==> src/rtl/line_burst_controller.sv <==
// line_burst_controller
//  Cache-side client of the memory arbiter CORE port. Accepts a whole-line
//  fill or writeback, runs one burst on the CORE port, packs read beats into
//  the line buffer (or feeds write beats out of it), then pulses a response.
//  Optional feature macro: BURST_CHECK_EN (sticky beat-count error flag).
module line_burst_controller #(
  parameter int DATA_WIDTH         = 32,
  parameter int CORE_ADDRESS_WIDTH = 21,
  parameter int BURST_LEN          = 8
) (
  input  logic                             i_Clk,
  input  logic                             i_Reset_n,
  input  logic                             i_Req_Valid,
  input  logic                             i_Req_Read_Write_n,
  input  logic [CORE_ADDRESS_WIDTH-1:0]    i_Req_Address,
  input  logic [DATA_WIDTH*BURST_LEN-1:0]  i_Req_Line,
  output logic                             o_Req_Ready,
  output logic                             o_Resp_Valid,
  output logic [DATA_WIDTH*BURST_LEN-1:0]  o_Resp_Line,
  output logic                             o_Burst_Error,
  output logic                             o_CORE_Valid,
  output logic                             o_CORE_Read_Write_n,
  output logic [CORE_ADDRESS_WIDTH-1:0]    o_CORE_Address,
  output logic [DATA_WIDTH-1:0]            o_CORE_Data,
  input  logic                             i_CORE_Valid,
  input  logic                             i_CORE_Data_Read,
  input  logic                             i_CORE_Last,
  input  logic [DATA_WIDTH-1:0]            i_CORE_Data
);

  localparam int CW = $clog2(BURST_LEN);
  localparam logic [CW-1:0] CNT_MAX = CW'(BURST_LEN - 1);
  // Clears the word-in-line bits so the burst always starts line aligned.
  localparam logic [CORE_ADDRESS_WIDTH-1:0] ADDR_MASK =
    {{(CORE_ADDRESS_WIDTH - CW){1'b1}}, {CW{1'b0}}};

  typedef enum logic [1:0] {
    S_IDLE = 2'd0,
    S_RD   = 2'd1,
    S_WR   = 2'd2,
    S_DONE = 2'd3
  } state_t;

  state_t                               state_q, state_d;
  logic                                 req_ready_q, req_ready_d;
  logic                                 core_valid_q, core_valid_d;
  logic                                 resp_valid_q, resp_valid_d;
  logic                                 rw_q, rw_d;
  logic [CORE_ADDRESS_WIDTH-1:0]        addr_q, addr_d;
  logic [BURST_LEN-1:0][DATA_WIDTH-1:0] line_q, line_d;
  logic [CW-1:0]                        cnt_q, cnt_d;
  logic                                 beat_s;
  logic                                 in_burst_s;

`ifdef BURST_CHECK_EN
  // Beat tally is wider than cnt and saturates one past a full line, so
  // both short and long bursts remain distinguishable from a correct one.
  localparam logic [CW+1:0] BEATS_FULL = (CW + 2)'(BURST_LEN);
  localparam logic [CW+1:0] BEATS_SAT  = (CW + 2)'(BURST_LEN + 1);
  logic [CW+1:0] beats_q, beats_d;
  logic [CW+1:0] beats_now_s;
  logic          err_q, err_d;
`endif

  // Next-state and next-output computation for the burst sequencer.
  always_comb begin
    state_d      = state_q;
    req_ready_d  = req_ready_q;
    core_valid_d = core_valid_q;
    resp_valid_d = resp_valid_q;
    rw_d         = rw_q;
    addr_d       = addr_q;
    line_d       = line_q;
    cnt_d        = cnt_q;
    beat_s       = 1'b0;
    in_burst_s   = 1'b0;
`ifdef BURST_CHECK_EN
    beats_d      = beats_q;
    err_d        = err_q;
    beats_now_s  = beats_q;
`endif

    case (state_q)
      S_IDLE: begin
        if (i_Req_Valid) begin
          state_d      = i_Req_Read_Write_n ? S_RD : S_WR;
          req_ready_d  = 1'b0;
          core_valid_d = 1'b1;
          rw_d         = i_Req_Read_Write_n;
          addr_d       = i_Req_Address & ADDR_MASK;
          line_d       = i_Req_Line;
          cnt_d        = {CW{1'b0}};
`ifdef BURST_CHECK_EN
          beats_d      = {(CW + 2){1'b0}};
`endif
        end else begin
          state_d = S_IDLE;
        end
      end
      S_RD: begin
        in_burst_s = 1'b1;
        beat_s     = i_CORE_Valid;
        if (i_CORE_Valid) begin
          line_d[cnt_q] = i_CORE_Data;
        end else begin
          line_d = line_q;
        end
      end
      S_WR: begin
        in_burst_s = 1'b1;
        beat_s     = i_CORE_Data_Read;
      end
      S_DONE: begin
        state_d      = S_IDLE;
        resp_valid_d = 1'b0;
        req_ready_d  = 1'b1;
      end
      default: begin
        state_d      = S_IDLE;
        req_ready_d  = 1'b1;
        core_valid_d = 1'b0;
        resp_valid_d = 1'b0;
      end
    endcase

    // Shared beat accounting for both burst directions; cnt sticks on the
    // last word so excess beats overwrite or repeat it.
    if (in_burst_s) begin
      if (beat_s && (cnt_q != CNT_MAX)) begin
        cnt_d = cnt_q + {{(CW - 1){1'b0}}, 1'b1};
      end else begin
        cnt_d = cnt_q;
      end
`ifdef BURST_CHECK_EN
      if (beat_s && (beats_q != BEATS_SAT)) begin
        beats_now_s = beats_q + {{(CW + 1){1'b0}}, 1'b1};
      end else begin
        beats_now_s = beats_q;
      end
      beats_d = beats_now_s;
`endif
      if (i_CORE_Last) begin
        state_d      = S_DONE;
        core_valid_d = 1'b0;
        resp_valid_d = 1'b1;
`ifdef BURST_CHECK_EN
        if (beats_now_s != BEATS_FULL) begin
          err_d = 1'b1;
        end else begin
          err_d = err_q;
        end
`endif
      end else begin
        state_d = state_q;
      end
    end else begin
      in_burst_s = 1'b0;
    end
  end

  // State and output registers with asynchronous reset.
  always_ff @(posedge i_Clk or negedge i_Reset_n) begin
    if (!i_Reset_n) begin
      state_q      <= S_IDLE;
      req_ready_q  <= 1'b1;
      core_valid_q <= 1'b0;
      resp_valid_q <= 1'b0;
      rw_q         <= 1'b0;
      addr_q       <= {CORE_ADDRESS_WIDTH{1'b0}};
      line_q       <= '0;
      cnt_q        <= {CW{1'b0}};
`ifdef BURST_CHECK_EN
      beats_q      <= {(CW + 2){1'b0}};
      err_q        <= 1'b0;
`endif
    end else begin
      state_q      <= state_d;
      req_ready_q  <= req_ready_d;
      core_valid_q <= core_valid_d;
      resp_valid_q <= resp_valid_d;
      rw_q         <= rw_d;
      addr_q       <= addr_d;
      line_q       <= line_d;
      cnt_q        <= cnt_d;
`ifdef BURST_CHECK_EN
      beats_q      <= beats_d;
      err_q        <= err_d;
`endif
    end
  end

  assign o_Req_Ready         = req_ready_q;
  assign o_Resp_Valid        = resp_valid_q;
  assign o_Resp_Line         = line_q;
  assign o_CORE_Valid        = core_valid_q;
  assign o_CORE_Read_Write_n = rw_q;
  assign o_CORE_Address      = addr_q;
  // Write beat is selected straight from the buffer so the arbiter sees the
  // next word in the same cycle it consumes the current one.
  assign o_CORE_Data         = line_q[cnt_q];

`ifdef BURST_CHECK_EN
  assign o_Burst_Error = err_q;
`else
  assign o_Burst_Error = 1'b0;
`endif

endmodule

==> config.mk <==
export PLATFORM = sky130hd
export DESIGN_NAME = line_burst_controller
export DESIGN_NICKNAME = d
export VERILOG_FILES = /design/src/rtl/line_burst_controller.sv
export SDC_FILE = /design/constraint.sdc
export NUM_CORES = 1
export LEC_CHECK = 0
export ABC_CLOCK_PERIOD_IN_PS = 2000
export BUFFER_PORTS_ARGS = -buffer_cell sky130_fd_sc_hd__buf_2
export CORE_ASPECT_RATIO = 0.75
export CORE_MARGIN = 5
export CORE_UTILIZATION = 25
export CTS_CLUSTER_SIZE = 25
export DETAILED_ROUTE_END_ITERATION = 6
export GPL_TIMING_DRIVEN = 0
export PLACE_DENSITY = 0.52
export SLEW_MARGIN = 20
export SYNTH_ARGS = -nofsm -noshare
export SYNTH_HDL_FRONTEND = slang
export SYNTH_SLANG_ARGS = --single-unit
==> constraint.sdc <==
create_clock -name i_Clk -period 2 [get_ports i_Clk]
set_input_delay 0.3 -clock i_Clk [delete_from_list [all_inputs] [get_ports i_Clk]]
set_output_delay 0.3 -clock i_Clk [all_outputs]
set_load 0.02 [all_outputs]
==> summary.txt, run 1 <==
Yosys
  • Syn. warnings: 0
  • Synth Area in Adders: 0.593%
  • Asr flop ratio synth: 100%
  • Sequential-to-total area share from yosys stat: 47.9%
  • Post-synthesis xor/xnor area fraction: 0%
  • Largest family of logic cells by synthesized area: compound AO/OA/AOI/OAI gates
  • Top cells by area, synth: dfrtp_1, o221ai_1, nand2_1
  • EDFF count, synth: 0
  • Synth Area in Compound Gates: 20.8%
  • Top_reg_cell synth: dfrtp_1
  • Mapped Avg Cell Area: 9.72 sq um
  • Mapped cell area: 14800 sq um
  • Yosys reg bits: 283
  • Post-Synth Simple-Gate Area: 11.8%
  • Yosys cell types: 40
  • Cells after Synth: 1520
  • Post-synthesis mux area share: 8.39%
  • Synth top area share: 47.7%
  • Largest area contributor in the netlist: dfrtp_1

STA
  • Final Hold Viols: 0
  • Tightest Pin Transition: 585 ps
  • Worst setup margin: -649 ps
  • Final setup violation count: 288
  • Rel. slew slack: 61.0%
  • Setup TNS Final: -53120 ps
  • Post-route minimum period: 2650 ps
  • Tcrit/Tclk final: 132%
  • RSZ-0062 raised after global routing: yes
  • Slew Limit Fails: 0
  • Fmax: 378 MHz
  • Clock Skews: 20.9 ps

Route
  • Avg WL per Cell: 33.5 microns
  • Routed Antenna Nets: 0
  • Final routed DRC violation total: 0
  • Via density: 5.48
  • Drt total wl: 115000 microns
  • Via count: 18800
  • First-pass DRT Iterations: 5
  • DR iter-0 viols: 1842

Floorplan
  • Initial core utilization: 25.1%
  • Die width: 291 microns
  • DIE HEIGHT: 221 microns
  • Ports: 630
  • Core area: 58800 sq um
  • Die area: 64100 sq um
  • Row count: 77

Setup path
  • CP max stage delay: 360 ps
  • Critical Path Start Type: flop
  • Critical path arrival: 2350 ps
  • WS Path Type: flop to output pin
  • Slowest-stage cell, CP: dfrtp_1
  • CP max FO: 6
  • Crit-path cells: buf_6, buf_12, buf_16, buf_12, mux2_2, a221oi_2, o22ai_2, buf_6
  • Worst setup EP type: output pin
  • Req. time, crit path: 1700 ps

Clocking
  • Insertion delay to the later sink of the worst-skew pair: 550 ps
  • Root Buffer: clkbuf_16
  • Clock-pin slew on the worst setup and hold paths: 60 ps
  • CTS tree: done
  • CTS Buf Count: 35
  • Clock sink count: 283
  • H-tree levels: 2
  • Clock Path Buffers: 3

Run status
  • Failing checks: setup timing
  • Status: complete, but fails checks

GRT
  • Antenna violations before repair: 8
  • Total gr overflow: 0
  • First-pass GRT wire length: 152000 microns
  • Largest net degree at the start of global routing: 89
  • Vias in the first global route: 19300
  • Global Route Usage Sum: 33.5%

Power
  • VDD IR max: 0.862 mV
  • P_leak: 14.5 nW
  • Pwr Density: 1730 nW/um^2

Cells and area
  • Final net count: 2939
  • Final core occ: 51.8%
  • Syn-to-layout area delta: 106%
  • Layout cells sized above 1: 58.0%

Placed design
  • Routability Congestion: 0.887
  • IO Port Bufs: 622
  • Post-DP HPWL: 72100 microns

Min path
  • HP Class: input pin to flop

Job
  • Max cap viols: 0
-- synthesized netlist by cell type, types with 2 or more instances --
master,instances
and3_1,2
nand2_1,278
o221ai_1,224
a211oi_1,5
a221o_1,38
and2_1,34
nand2b_1,34
o32a_1,2
nand3b_1,3
nor2_1,6
buf_1,7
o2111ai_1,2
clkbuf_1,76
inv_1,266
buf_2,42
dfrtp_1,282
o21ai_0,26
mux4_2,26
ha_1,7
buf_4,4
nand3_1,5
a22oi_1,15
a211oi_2,3
o22ai_1,10
o2bb2ai_1,3
a2bb2oi_1,2
a221oi_1,28
and3b_1,9
mux2_2,51
a21oi_1,4
nor2b_1,8
or3b_1,3
mux2i_1,8
-- through the flow --
| stage | hold slack (ps) | power, W | instances | setup WS (ps) | area [sq um] |
|---|---|---|---|---|---|
| floorplan | 4.41 | 0.0203 | 1523 | -59.8 | 14900 |
| global placement | 471 | 0.0300 | 2935 | -5060 | 19000 |
| detailed placement | 288 | 0.0304 | 2943 | -1780 | 19200 |
| CTS | 3.86 | 0.0491 | 3406 | -712 | 28400 |
| global route | 2.48 | 0.0539 | 3433 | -708 | 30400 |
| finish | 5.84 | 0.0525 | 3436 | -649 | 30400 |
-- final cells by class --
| type | instances | area, sq um |
|---|---|---|
| Fill cell | 5212 | 28300 |
| Buffer | 115 | 1970 |
| Tap cell | 790 | 988 |
| Inverter | 266 | 1010 |
| Antenna cell | 4 | 10.0 |
| Multi-Input combinational cell | 845 | 9300 |
| Sequential cell | 283 | 7090 |
| Timing Repair Buffer | 1070 | 8820 |
| Clock inverter | 11 | 190 |
| Clock buffer | 52 | 1050 |
-- cell families after synthesis --
| logic type | Yosys count |
|---|---|
| AO/OA/AOI/OAI | 363 |
| adder cells (fa/ha/maj) | 7 |
| buffers and inverters | 395 |
| flip-flops | 283 |
| multiplexers | 85 |
| other | 1 |
| AND/OR/NAND/NOR | 386 |
-- path summary, 6_finish.rpt --
kind | from | endpoint | slack (ps) | cells past startpoint
setup / recovery | cnt_q[1] | o_CORE_Data[17] | -650 | 8
hold / removal | i_Req_Line[36] | o_Resp_Line[36] | 6 | 3
setup reg to reg | state_q[0] | o_Resp_Line[204] | -240 | 11
hold reg to reg | o_CORE_Read_Write_n | o_CORE_Read_Write_n | 480 | 2
max in group asynchronous | i_Reset_n | cnt_q[0] | 450 | 4
min in group asynchronous | i_Reset_n | o_Resp_Line[244] | 320 | 2
-- flip-flops by register name, indices dropped and copies added (netlist names) --
name,flops
o_CORE_Address,18
state_q,2
o_Req_Ready,1
o_Resp_Line,256
cnt_q,3
o_CORE_Valid,1
o_Resp_Valid,1
o_CORE_Read_Write_n,1
-- worst max-delay path: cells and delay by family (launching register included) --
| kind | cells | cell delay [ps] |
|---|---|---|
| buffers and inverters | 5 | 690 |
| AO/OA/AOI/OAI | 2 | 390 |
| flip-flops | 1 | 360 |
| multiplexers | 1 | 350 |
-- report_power, final --
part | total, W | switching (W) | internal [W]
Sequential | 0.00971 | 0.00188 | 0.00783
Combinational | 0.0356 | 0.0199 | 0.0157
Clock | 0.00714 | 0.00284 | 0.00430
-- placed cells by master (no fill, tap or decap), types with 5 or more instances in the layout --
cell             n
mux2_2          45
clkbuf_16       87
buf_16          22
a211oi_4         7
o221ai_1        11
clkbuf_8        19
a221o_1         38
o21ai_0          6
buf_2          593
dfrtp_1        280
buf_12          73
a22oi_1         12
o221ai_2       204
o221ai_4         9
nand2b_1        33
nor2b_4          7
mux2_4           6
inv_1          262
and3b_1          7
bufinv_16        5
buf_8           32
buf_6           67
nand2_1        138
o21ai_2         13
clkbuf_1         9
clkbuf_4        15
a221oi_2        17
buf_4           79
mux2i_1          5
a221oi_4        10
and2_1          30
nand2_4        110
dlygate4sd3_1  237
mux4_2          26
ha_1             5
nand2_2         29
-- metal layers --
| metal | global-route usage [%] | vias to the layer above | wire length (microns) |
|---|---|---|---|
| li1 | - | 7654 | - |
| met1 | 43.4 | 9566 | 45300 |
| met4 | 12.2 | 4 | 5760 |
| met3 | 10.1 | 306 | 12200 |
| met2 | 53.7 | 1293 | 51900 |
| met5 | 0 | - | 27 |
-- what timing repair did --
item | 4_1_cts | 5_1_grt
gates resized for setup | 838 | 404
hold endpoints to repair | 298 | 0
endpoints found under the setup margin | 291 | 292
buffers inserted | 130 | 41
hold buffers | 237 | 0
cloned | 39 | 10
pin swaps | 96 | 134
No activity file was read; power rests on OpenSTA's default activity.
==> run 2, diff against run 1 <==
- CAP_MARGIN: default -> 20
- CORE_MARGIN: 5 -> 2
- PLACE_DENSITY: 0.52 -> 0.55
==> run 2 against run 1 <==
Compared with the run above: the run still ends with setup timing left; setup slack got worse by 33 ps; flip-flop and latch count did not move; core utilization fell by 1.7 points; critical path depth fell by 1; sequential power fell by 0.5%; design area fell by 3.5%; register-to-register slack improved by 50 ps; die area fell by 4.7%; clock skew rose by 3.1 ps; cell count fell by 0.87%; total power fell by 1.7%; non-clock buffer count fell by 25; critical endpoint is now o_CORE_Data[16].
==> summary.txt, run 2 (synthesized netlist as in run 1, its figures left out) <==
Route
  • Routed Antenna Nets: 0 (unchanged)
  • Final routed DRC violation total: 0 (unchanged)
  • Via density: 5.55 (+1.2%)
  • Via count: 18900 (+0.35%)
  • DR iter-0 viols: 1968 (+6.8%)
  • First-pass DRT Iterations: 6 (+1)
  • Drt total wl: 112000 microns (-3.1%)
  • Avg WL per Cell: 32.8 microns (-2.2%)

Clocking
  • CTS tree: done
  • Clock-pin slew on the worst setup and hold paths: 60 ps (about the same)
  • Clock Path Buffers: 3 (unchanged)
  • H-tree levels: 2 (unchanged)
  • Root Buffer: clkbuf_16
  • Insertion delay to the later sink of the worst-skew pair: 560 ps (about the same)
  • CTS Buf Count: 35 (unchanged)
  • Clock sink count: 283 (unchanged)

Setup path
  • R2R depth: 10 (-1)
  • WS Path Type: flop to output pin
  • Crit path to: o_CORE_Data[16]
  • Crit path launch: cnt_q[1]
  • CP max stage delay: 570 ps (+210 ps)
  • Critical Path Start Type: flop
  • Worst R2R Start: state_q[0]
  • Worst setup EP type: output pin
  • Req. time, crit path: 1700 ps (about the same)
  • Crit-path cells: buf_6, buf_12, buf_16, buf_12, mux4_2, o21ai_2, buf_6
  • Critical path arrival: 2380 ps (+30 ps)
  • Slowest-stage cell, CP: mux4_2
  • CP max FO: 7 (+1)
  • Worst R2R End: o_Resp_Line[161]
  • Setup slack, reg-to-reg: -190 ps (+50 ps)

Power
  • Logic pwr share: 67.9% (about the same)
  • Sw power: 0.0242 W (-1.9%)
  • Clock power frac: 13.4% (-0.2 points)
  • Reg power frac: 18.7% (+0.2 points)
  • Net Sw Frac: 46.8% (-0.11 points)
  • Pwr Density: 1760 nW/um^2 (+1.9%)
  • VDD IR max: 0.959 mV (+11%)
  • P_leak: 13.6 nW (-6.2%)
  • Total power: 0.0516 W (-1.7%)
  • Pint: 0.0275 W (-1.5%)

GRT
  • Vias in the first global route: 19000 (-1.3%)
  • First-pass GRT wire length: 147000 microns (-3.7%)
  • Global Route Usage Sum: 34.2% (+0.72 points)
  • Total gr overflow: 0 (unchanged)
  • Largest net degree at the start of global routing: 92 (+3.4%)
  • Antenna violations before repair: 8 (unchanged)

Floorplan
  • Initial core utilization: 25.2% (+0.041 points)
  • DIE HEIGHT: 215 microns (-2.7%)
  • Row count: 77 (unchanged)
  • Ports: 630 (unchanged)
  • Core area: 58700 sq um (-0.16%)
  • Die width: 285 microns (-2.1%)
  • Die area: 61100 sq um (-4.7%)

Run status
  • Failing checks: setup timing
  • Status: complete, but fails checks

Placed design
  • Post-DP HPWL: 69000 microns (-4.3%)
  • Routability Congestion: 0.896 (+1.0%)
  • Dpl cells: 2944 (+0.034%)
  • IO Port Bufs: 622 (unchanged)

STA
  • RSZ-0062 raised after global routing: yes
  • Rel. slew slack: 60.1% (-0.85 points)
  • Worst setup margin: -682 ps (-33.1 ps)
  • Final setup violation count: 266 (-7.6%)
  • Tightest Pin Transition: 598 ps (+12.7 ps)
  • Final Hold Viols: 0 (unchanged)
  • Tcrit/Tclk final: 134% (+1.7 points)
  • Clock Skews: 24.0 ps (+3.14 ps)
  • Post-route minimum period: 2680 ps (+33.1 ps)
  • Fmax: 373 MHz (-1.2%)
  • Slew Limit Fails: 0 (unchanged)

Cells and area
  • Layout Cells excl Fill: 3406 (-0.87%)
  • Most frequent cells in the layout: buf_2, dfrtp_1, inv_1, dlygate4sd3_1, nand2_1
  • Largest register FFs: 256 (unchanged)
  • Final net count: 2914 (-0.85%)
  • Layout cells sized above 1: 54.7% (-3.4 points)
  • Syn-to-layout area delta: 98.7%
  • Most common cell after layout, fill and taps aside: buf_2

Job
  • Max cap viols: 0 (unchanged)

Min path
  • HP Class: input pin to flop
[run 2: changes by cell type in the layout (fill, tap and decap cells not counted), moves of 5 or more]
cell | before | now
nand2_2 | 29 | 41
buf_6 | 67 | 55
buf_12 | 73 | 64
clkbuf_4 | 15 | 10
nand2_4 | 110 | 25
buf_8 | 32 | 17
clkbuf_8 | 19 | 24
nand2_1 | 138 | 211
[run 2: power groups by stage]
stage	combinational, W	clock [W]	sequential (W)
global placement	0.0203	0	0.00945
detailed placement	0.0207	0	0.00955
global route	0.0359	0.00718	0.00982
CTS	0.0305	0.00696	0.00951
floorplan	0.00874	0	0.0115
finish	0.0350	0.00692	0.00966
[run 2: worst min-delay path by stage]
stage                        startpoint                   to  slack [ps]  depth (start not counted)
finish                   i_Req_Line[36]      o_Resp_Line[36]          20                          3
global route             i_Req_Line[72]      o_Resp_Line[72]           5                          3
CTS                      i_Req_Line[36]      o_Resp_Line[36]           4                          3
detailed placement            i_Reset_n     o_Resp_Line[246]         250                          1
global placement    o_CORE_Read_Write_n  o_CORE_Read_Write_n         470                          2
floorplan                     i_Reset_n             cnt_q[0]           4                          0
[run 2: area by class of cell]
| class | instances | area (sq um) |
|---|---|---|
| Antenna cell | 4 | 10.0 |
| Buffer | 119 | 1920 |
| Clock buffer | 49 | 1040 |
| Clock inverter | 9 | 153 |
| Fill cell | 5256 | 29300 |
| Inverter | 266 | 1010 |
| Multi-Input combinational cell | 845 | 8640 |
| Sequential cell | 283 | 7090 |
| Tap cell | 790 | 988 |
| Timing Repair Buffer | 1041 | 8520 |
[run 2: stage by stage]
step | util, % | setup TNS (ps) | hold slack (ps) | setup slack [ps] | area [sq um]
3_5_place_dp | 32.7 | -334860 | 246 | -1680 | 19200
4_1_cts | 46.8 | -33510 | 3.62 | -683 | 27500
3_3_place_gp | 32.4 | -1792140 | 471 | -4980 | 19000
5_1_grt | 50.0 | -50520 | 4.77 | -755 | 29400
6_report | 50.0 | -41250 | 22.9 | -682 | 29400
2_1_floorplan | - | -130 | 4.41 | -59.8 | 14900
[run 2: timing repair]
item	4_1_cts	5_1_grt
pin swaps	66	82
setup endpoints to repair	291	288
endpoints found under the hold margin	284	0
gates resized for setup	694	306
setup buffers	107	17
gates cloned	39	14
hold buffers	237	0
[run 2: routing by layer]
layer  routed length [microns]  track usage [%]  vias to the layer above  part of all wire (%)
met1                     43700             43.8                     9533                    39
met3                     11100             8.55                      340                    10
li1                          -                -                     7607                     -
met4                      5530             13.6                        8                   5.0
met2                     51200             55.4                     1401                    46
met5                        56                0                        -                 0.050
[run 2: critical path, delay by kind of cell (launching register included)]
kind | cells | cell delay [ps]
buffers and inverters | 5 | 730
AO/OA/AOI/OAI | 1 | 160
multiplexers | 1 | 570
flip-flops | 1 | 360
